File: src/rtl/seg_scan_ctrl.sv
// seg_scan_ctrl: time-multiplexed 4-digit, 7-segment display scanner.
// A loaded value is committed to the display only while idle or on a frame
// boundary, so a frame never shows a mix of two values.
//
// load/load_ack: load is a one-cycle strobe that captures din into a pending
// register. It is never back-pressured, and a later load overwrites an
// uncommitted one. load_ack pulses for one cycle after each commit of the
// pending value to the display. pending stays high from the cycle after a load
// until the commit.
module seg_scan_ctrl #(
  parameter int PRESCALE = 4
) (
  input  logic        clk,
  input  logic        rst,
  input  logic        en,
  input  logic        load,
  input  logic [15:0] din,
  input  logic        blank_lz,
  output logic [3:0]  an,
  output logic [6:0]  hex0,
  output logic        pending,
  output logic        load_ack
);

  localparam int CW = (PRESCALE > 2) ? $clog2(PRESCALE) : 1;
  localparam logic [CW-1:0] CNT_MAX = CW'(PRESCALE - 1);

  typedef enum logic {IDLE = 1'b0, SCAN = 1'b1} state_t;

  state_t          state_q, state_d;
  logic [CW-1:0]   cnt_q, cnt_d;
  logic [1:0]      idx_q, idx_d;
  logic [15:0]     disp_q, disp_d;
  logic [15:0]     pend_val_q, pend_val_d;
  logic            pend_q, pend_d;
  logic            ack_q, ack_d;

  logic            frame_end;
  logic            commit;

  // Active-low glyphs, bit 6 = segment a ... bit 0 = segment g.
  function automatic logic [6:0] glyph(input logic [3:0] d);
    logic [6:0] g;
    case (d)
      4'h0: g = 7'b0000001;
      4'h1: g = 7'b1001111;
      4'h2: g = 7'b0010010;
      4'h3: g = 7'b0000110;
      4'h4: g = 7'b1001100;
      4'h5: g = 7'b0100100;
      4'h6: g = 7'b0100000;
      4'h7: g = 7'b0001111;
      4'h8: g = 7'b0000000;
      4'h9: g = 7'b0000100;
      4'hA: g = 7'b0001000;
      4'hB: g = 7'b1100000;
      4'hC: g = 7'b0110001;
      4'hD: g = 7'b1000010;
      4'hE: g = 7'b0110000;
      default: g = 7'b0111000;
    endcase
    return g;
  endfunction

  // State register; reset wins over load and en on the same edge.
  always_ff @(posedge clk) begin
    if (rst) begin
      state_q    <= IDLE;
      cnt_q      <= '0;
      idx_q      <= '0;
      disp_q     <= '0;
      pend_val_q <= '0;
      pend_q     <= 1'b0;
      ack_q      <= 1'b0;
    end else begin
      state_q    <= state_d;
      cnt_q      <= cnt_d;
      idx_q      <= idx_d;
      disp_q     <= disp_d;
      pend_val_q <= pend_val_d;
      pend_q     <= pend_d;
      ack_q      <= ack_d;
    end
  end

  // Next-state: scan timing, commit at idle or frame end, pending capture.
  always_comb begin
    state_d    = state_q;
    cnt_d      = cnt_q;
    idx_d      = idx_q;
    disp_d     = disp_q;
    pend_val_d = pend_val_q;
    pend_d     = pend_q;
    ack_d      = 1'b0;

    frame_end = (state_q == SCAN) && (cnt_q == CNT_MAX) && (idx_q == 2'd3);
    commit    = pend_q && ((state_q == IDLE) || frame_end);

    case (state_q)
      IDLE: begin
        cnt_d = '0;
        idx_d = '0;
        if (en) state_d = SCAN;
      end
      SCAN: begin
        if (!en) begin
          state_d = IDLE;
          cnt_d   = '0;
          idx_d   = '0;
        end else if (cnt_q == CNT_MAX) begin
          cnt_d = '0;
          idx_d = idx_q + 2'd1;
        end else begin
          cnt_d = cnt_q + CW'(1);
        end
      end
      default: state_d = IDLE;
    endcase

    // Commit uses the old pending value; a same-cycle load re-arms pending.
    if (commit) begin
      disp_d = pend_val_q;
      pend_d = 1'b0;
      ack_d  = 1'b1;
    end
    if (load) begin
      pend_val_d = din;
      pend_d     = 1'b1;
    end
  end

  // Output decode straight from registered state, with leading-zero blanking.
  always_comb begin
    logic [3:0] dig;
    logic       lz;
    an   = 4'b1111;
    hex0 = 7'b1111111;
    dig  = 4'h0;
    lz   = 1'b0;
    case (idx_q)
      2'd0: begin dig = disp_q[3:0];   lz = 1'b0;                   end
      2'd1: begin dig = disp_q[7:4];   lz = (disp_q[15:4]  == '0);  end
      2'd2: begin dig = disp_q[11:8];  lz = (disp_q[15:8]  == '0);  end
      default: begin dig = disp_q[15:12]; lz = (disp_q[15:12] == '0); end
    endcase
    if ((state_q == SCAN) && !(blank_lz && lz)) begin
      an        = 4'b1111;
      an[idx_q] = 1'b0;
      hex0      = glyph(dig);
    end
  end

  assign pending  = pend_q;
  assign load_ack = ack_q;

endmodule

File: config.mk
export PLATFORM = sky130hd
export DESIGN_NAME = seg_scan_ctrl
export DESIGN_NICKNAME = d
export VERILOG_FILES = /design/src/rtl/seg_scan_ctrl.sv
export SDC_FILE = /design/constraint.sdc
export NUM_CORES = 1
export LEC_CHECK = 0
export BUFFER_PORTS_ARGS = -buffer_cell sky130_fd_sc_hd__buf_2
export CAP_MARGIN = 20
export CORE_UTILIZATION = 49
export CTS_BUF_LIST = sky130_fd_sc_hd__clkbuf_8 sky130_fd_sc_hd__clkbuf_16
export CTS_CLUSTER_DIAMETER = 200
export DETAILED_ROUTE_END_ITERATION = 10
export PLACE_DENSITY = 0.84
export SYNTH_ARGS = -nofsm -noshare
export SYNTH_HDL_FRONTEND = slang
export SYNTH_SLANG_ARGS = --single-unit
File: constraint.sdc
create_clock -name clk -period 2.2 [get_ports clk]
set_input_delay 0.22 -clock clk [delete_from_list [all_inputs] [get_ports clk]]
set_output_delay 0.22 -clock clk [all_outputs]
set_load 0.05 [all_outputs]
==> results of run 1 <==
==> flip-flops by register name (all words and copies together), names as in the netlist <==
name and cells:
cnt_q 2, disp_q 16, idx_q 2, load_ack 1
pend_val_q 16, pending 1, state_q 1
==> worst max-delay path by stage <==
stage	cells after the start	slack [ns]	endpoint	from
global placement	11	-0.33	hex0[3]	idx_q[1]$_SDFFE_PP0P_
global route	11	-0.74	hex0[3]	idx_q[0]$_SDFFE_PP0P_
CTS	11	-0.65	hex0[3]	idx_q[0]$_SDFFE_PP0P_
floorplan	8	-0.18	hex0[0]	idx_q[1]$_SDFFE_PP0P_
finish	11	-0.63	hex0[3]	idx_q[0]$_SDFFE_PP0P_
detailed placement	11	-0.42	hex0[3]	idx_q[1]$_SDFFE_PP0P_
==> per-layer routing <==
metal	up-vias	global-route usage [%]	wire length, µm
met5	-	0	0
met4	0	8.611	69
met3	8	5.714	157
met2	38	46.45	2520
met1	838	27.28	1991
li1	903	-	-
==> synth_stat cells (2+ instances only) <==
library cell / number / area share (%)
nand2_1: 40 / 7.9
dfxtp_1: 39 / 41
mux2i_1: 22 / 12
nor2_1: 20 / 4.0
a21oi_1: 19 / 5.0
ha_1: 12 / 7.9
clkbuf_1: 9 / 1.8
inv_1: 8 / 1.6
a222oi_1: 3 / 1.6
mux2_2: 3 / 1.8
nand3_1: 3 / 0.79
nor2b_1: 3 / 0.99
nor4_1: 3 / 0.99
o211ai_1: 3 / 1.2
a211o_2: 2 / 1.1
a211oi_1: 2 / 0.79
a22oi_1: 2 / 0.79
buf_2: 2 / 0.53
nand2b_1: 2 / 0.66
o21a_1: 2 / 0.79
o221ai_1: 2 / 0.92
o22ai_1: 2 / 0.66
==> logic make-up after synthesis <==
| logic type | count (synthesis) | share of synthesized area, % |
|---|---|---|
| mux | 25 | 13.37 |
| simple gates | 73 | 15.94 |
| flops | 39 | 41.11 |
| xor+xnor | 1 | 0.4612 |
| fa+ha+maj | 12 | 7.905 |
| buf+inv | 19 | 3.887 |
| compound gates | 48 | 17.33 |
==> layout make-up <==
type                            instances  share of cell area, %
Timing Repair Buffer                   77                  20.61
Inverter                                8                  1.254
Clock inverter                          3                 0.5376
Clock buffer                            5                  2.464
Multi-Input combinational cell        159                  44.76
Tap cell                               48                  2.151
Sequential cell                        39                  28.23
==> power groups by stage <==
stage / logic (W) / clock network, W / registers, W
6_report: 0.000221 / 0.000464 / 0.000749
2_1_floorplan: 0.000132 / 0 / 0.000766
3_3_place_gp: 0.000191 / 0 / 0.000763
5_1_grt: 0.000240 / 0.000499 / 0.000752
4_1_cts: 0.000211 / 0.000471 / 0.000748
3_5_place_dp: 0.000197 / 0 / 0.000764
==> per-stage QoR <==
stage	hold WS, ns	utilization, %
CTS	0.1502	73.24
floorplan	0.3672	-
global route	0.1510	75.71
global placement	0.4130	67.57
detailed placement	0.4215	67.57
finish	0.1524	75.71
==> worst reg2reg max path: stages, from the launching register on <==
cell	delay [ns]
dfxtp_4	0.37
buf_4	0.14
ha_1	0.22
nand2_1	0.12
a21bo_2	0.34
nand2_1	0.11
a21oi_1	0.15
==> what timing repair did <==
item	in CTS	in global routing
gates cloned	0	0
endpoints found under the setup margin	11	11
pin swaps	7	6
gates resized for setup	28	19
setup buffers	4	2
==> out/results.ini, run 1 <==
[status]
outcome=finished, violations left
failed_checks=negative setup slack

[worst_hold_path]
min_path_cells=3
min_to=pend_val_q[14]$_SDFFE_PP0P_
holdCritStartpoint=din[14]
hold_path.class=primary input to flop

[critical_path]
path_buf_inv=3
worstPathRequired_ns=1.98
path_common_cell=ha_4
crit_fanout=4
rr_startpoint=idx_q[0]$_SDFFE_PP0P_
reg2reg_setup_slack_ns=0.70
path_class=flop to output port
cp-end-kind=output port
critical-path-top-delay-family=compound AO/OA/AOI/OAI gates
cp_cell_sequence=inv_4 -> ha_4 -> a222oi_1 -> a21oi_2 -> inv_2 -> ha_4 -> mux2_4 -> o22ai_2 -> o21a_1 -> o21ai_4 -> buf_6
reg2reg_to=disp_q[9]$_SDFFE_PP0P_
critPathArrivalTime_ns=2.61
reg2reg_depth=6
crit_slowest_cell=a222oi_1
cp-start-kind=flop
slowest_delay_ns=0.49

[global_route]
grt_pass1_vias=1747
grt_first_pass_wirelength_mm=7.859
grt_overflow=0
antenna_found_initial=0
gr-usage-all-layers_pct=24.95
grt_start_max_net_pins=36

[synthesis]
synth_ff_type=dfxtp_1
synth-seq-cells=39
yosysUniqueCellTypes=36
synth_warnings=0
syn_nets=250
avgSynthCellArea_um2=8.753
synthArstFlopShare_pct=0
synth_edf_count=0
synth_area_um2=1899
syn_inst=217
ys_seq_area_share_pct=41.11

[die]
fp.dieH_um=64.26
rows=22
die_area_um2=4129
ios=34
start_util_pct=51.49
core_um2=3689
dieWidth_um=64.26

[timing]
finalCritPeriodShare_pct=128.4
fin_setup_tns_ns=-3.652
finalWorstSetupSlack_ns=-0.6251
grt_setup_unrepaired=true
setup_viol=10
clock.fmax_mhz=354.0
maxSlewHeadroom_pct=66.82
fin_worst_skew_ns=0.007359
slew_viol_final=0
period_needed_ns=2.825
hold_viol_final=0
worst_slew_pin_slew_ns=0.4977

[power_and_ir_drop]
power.internal_w=0.001045
p_leak_nw=1.207
ir_drop_uv=446.6
switchingPower_w=0.0003886
total_power_w=0.001434
switching_share_pct=27.10
pwr-share-comb_pct=15.4
power_density_nw_per_um2=513.4
pwr-share-seq_pct=52.2
clockPowerShare_pct=32.4

[clock_tree]
clk_pin_slew_ns=0.08
cts_buffers=5
numClockSinks=39
ctsHtreeMaxLevel=2
clockBufferDepth=2
clk_latency_ns=0.30
root_buffer=clkbuf_8
cts_hold_buf=0
cts_tree=yes

[routing]
dr.pass1.iters=4
drtIter0Drc=86
via_per_inst=5.271
drt-total-wl_mm=4.738
postRouteAntennaNets=0
via_count=1787
remaining_drc_errors=0
wl_per_cell_um=13.98

[cells_and_area]
stdcell_count=339
multi_input_area_um2=1250
nFillCells=266
layout.nets=323
final_cell_mix=buf_4, nand2_1, dfxtp_1, buf_2, mux2i_1
regArea_um2=788.3
fin_area_um2=2793
n_antenna_cell=0
drive_above_1_share_pct=41.92
area_growth_pct=47.04
mostFrequentLayoutCell=buf_4

[placed_design]
place_area_um2=2492
portBuffers=33
place_inst=327
place_congestion=0.8624
pre_cts_ws_ns=-0.4193
hpwl_mm=3.260

[job]
drv_cap=0

No activity file was read; power rests on OpenSTA's default activity.
==> inputs of run 2 (changes only) <==
--- a/config.mk
+++ b/config.mk
@@ -5,13 +5,14 @@
 export SDC_FILE = /design/constraint.sdc
 export NUM_CORES = 1
 export LEC_CHECK = 0
+export ABC_AREA = 1
 export BUFFER_PORTS_ARGS = -buffer_cell sky130_fd_sc_hd__buf_2
 export CAP_MARGIN = 20
-export CORE_UTILIZATION = 49
+export CORE_UTILIZATION = 50
 export CTS_BUF_LIST = sky130_fd_sc_hd__clkbuf_8 sky130_fd_sc_hd__clkbuf_16
 export CTS_CLUSTER_DIAMETER = 200
 export DETAILED_ROUTE_END_ITERATION = 10
-export PLACE_DENSITY = 0.84
+export PLACE_DENSITY = 0.85
 export SYNTH_ARGS = -nofsm -noshare
 export SYNTH_HDL_FRONTEND = slang
 export SYNTH_SLANG_ARGS = --single-unit
==> out/results.ini, run 2 <==
[placed_design]
place_congestion=0.8193
place_inst=348
pre_cts_ws_ns=-0.001899
place_area_um2=2213
hpwl_mm=2.987
portBuffers=33

[clock_tree]
clockBufferDepth=2
clk_latency_ns=0.29
ctsHtreeMaxLevel=2
cts_buffers=5
numClockSinks=39
cts_hold_buf=0
cts_tree=yes
root_buffer=clkbuf_8
clk_pin_slew_ns=0.07

[status]
failed_checks=negative setup slack
outcome=finished, violations left

[global_route]
use_met1_pct=26.70
use_met3_pct=6.076
grt_use_met2_pct=42.27
top_usage_layer=met2
grt_pass1_vias=1854
grt_overflow=0
grt_start_max_net_pins=34
grt_first_pass_wirelength_mm=7.824
gr-usage-all-layers_pct=23.81
antenna_found_initial=0

[synthesis]
yosysUniqueCellTypes=28
synth_area_um2=2003
synth_ff_type=dfxtp_1
syn_nets=305
yosys-top-cells-area=dfxtp_1, nor2_1, o21ai_0
netlist_top_cells_count=nor2_1, nand2_1, dfxtp_1
synth_warnings=0
ys_seq_area_share_pct=38.98
synth_edf_count=0
synth-seq-cells=39
synthArstFlopShare_pct=0
syn_inst=272
synthMostInstantiatedCell=nor2_1
avgSynthCellArea_um2=7.365
yosys.area.top_type_share_pct=38.98
yosysTopAreaCell=dfxtp_1

[power_and_ir_drop]
p_leak_nw=1.172
power_density_nw_per_um2=613.0
ir_drop_uv=382.8

[die]
rows=22
fp.dieH_um=65.30
ios=34
die_area_um2=4263
dieWidth_um=65.30
core_um2=3744
start_util_pct=53.51

[critical_path]
cp-start-kind=flop
path_class=flop to output port
critPathArrivalTime_ns=2.08
cp-end-kind=output port
crit_slowest_cell=dfxtp_4
worstPathRequired_ns=1.98
slowest_delay_ns=0.41
cp_cell_sequence=inv_4 -> ha_4 -> nand2_2 -> nand2_4 -> o21ai_4 -> inv_2 -> ha_4 -> nand2_2 -> nand2_1 -> nand2_1 -> nand3_2 -> buf_8
crit_fanout=5

[routing]
postRouteAntennaNets=0
drtIter0Drc=70
drt-total-wl_mm=4.652
via_per_inst=5.262
remaining_drc_errors=0
wl_per_cell_um=12.85
dr.pass1.iters=4
via_count=1905

[cells_and_area]
utilization_pct=68.15
area_growth_pct=27.36
fin_area_um2=2551
stdcell_count=362
mostFrequentLayoutCell=nor2_1
drive_above_1_share_pct=29.30
layout.nets=346
final_cell_mix=nor2_1, nand2_1, dfxtp_1, o21ai_0, buf_2
n_antenna_cell=0
top_regs=disp_q (16), pend_val_q (16)

[timing]
finalWorstSetupSlack_ns=-0.09754
holdWs_ns=0.1515
setup_viol=7
finalCritPeriodShare_pct=104.4
clock.fmax_mhz=435.2
worst_slew_pin_slew_ns=0.7161
maxSlewHeadroom_pct=52.21
slew_viol_final=0
fin_worst_skew_ns=0.004389
period_needed_ns=2.298
grt_setup_unrepaired=true
hold_viol_final=0

[job]
drv_cap=0

[worst_hold_path]
hold_path.class=primary input to flop

-- run 2: changes by cell type after synthesis, moves of 5 or more --
cell	change
a21oi_1	-14
mux2i_1	-22
nor2_1	+49
inv_1	+5
nand2_1	+5
clkbuf_1	-5
nand3_1	+12
o21ai_0	+33
-- run 2: area by class of cell --
cell class	count	area, µm²
clock buffer	7	96.34
fill	310	1192
tap	48	60.06
timing repair buffer	43	295.3
inverter	17	71.32
clock inverter	1	3.754
sequential	39	788.3
multi-input combinational	207	1236
-- run 2: worst paths after layout --
check,startpoint,end,slack [ns],cells past startpoint
max,idx_q[0]$_SDFFE_PP0P_,hex0[3],-0.1,12
min reg2reg,cnt_q[0]$_SDFF_PP0_,cnt_q[0]$_SDFF_PP0_,0.44,1
max reg2reg,idx_q[0]$_SDFFE_PP0P_,disp_q[8]$_SDFFE_PP0P_,0.61,6
min,din[11],pend_val_q[11]$_SDFFE_PP0P_,0.15,3
-- run 2: repair_timing --
item / CTS / global route
gates resized for setup: 34 / 16
buffers inserted: 6 / 0
pin swaps: 4 / 5
setup endpoints to repair: 7 / 11
-- run 2: critical path, delay by kind of cell, from the launching register on --
kind	cells	cell delay [ns]
fa+ha+maj	2	0.44
simple gates	6	0.42
flops	1	0.41
buf+inv	3	0.30
compound gates	1	0.19
-- run 2: where the power goes --
group          internal, W  total, W  switching, W
combinational     0.000104  0.000282      0.000178
clock             0.000281  0.000506      0.000225
sequential        0.000747  0.000776     0.0000288
total              0.00113   0.00156      0.000432
-- run 2: kinds of logic after synthesis --
group	share of synthesized area (%)
and+or+nand+nor	34.23
AOI/OAI and AO/OA	13.74
DFF	38.98
buffers and inverters	5.559
adders and majority gates	7.495
-- run 2: stage by stage --
stage	total power, W	TNS (ns)
after floorplan	0.0009722	0
after global placement	0.001029	0
after detailed placement	0.001036	-0.001899
after CTS	0.001555	-0.04870
after global routing	0.001649	-0.8925
final	0.001564	-0.3200
-- run 2: layer usage --
metal	up-vias	wire length, µm
li1	954	-
met1	881	1874
met2	59	2448
met3	11	217
met4	0	110
met5	-	0
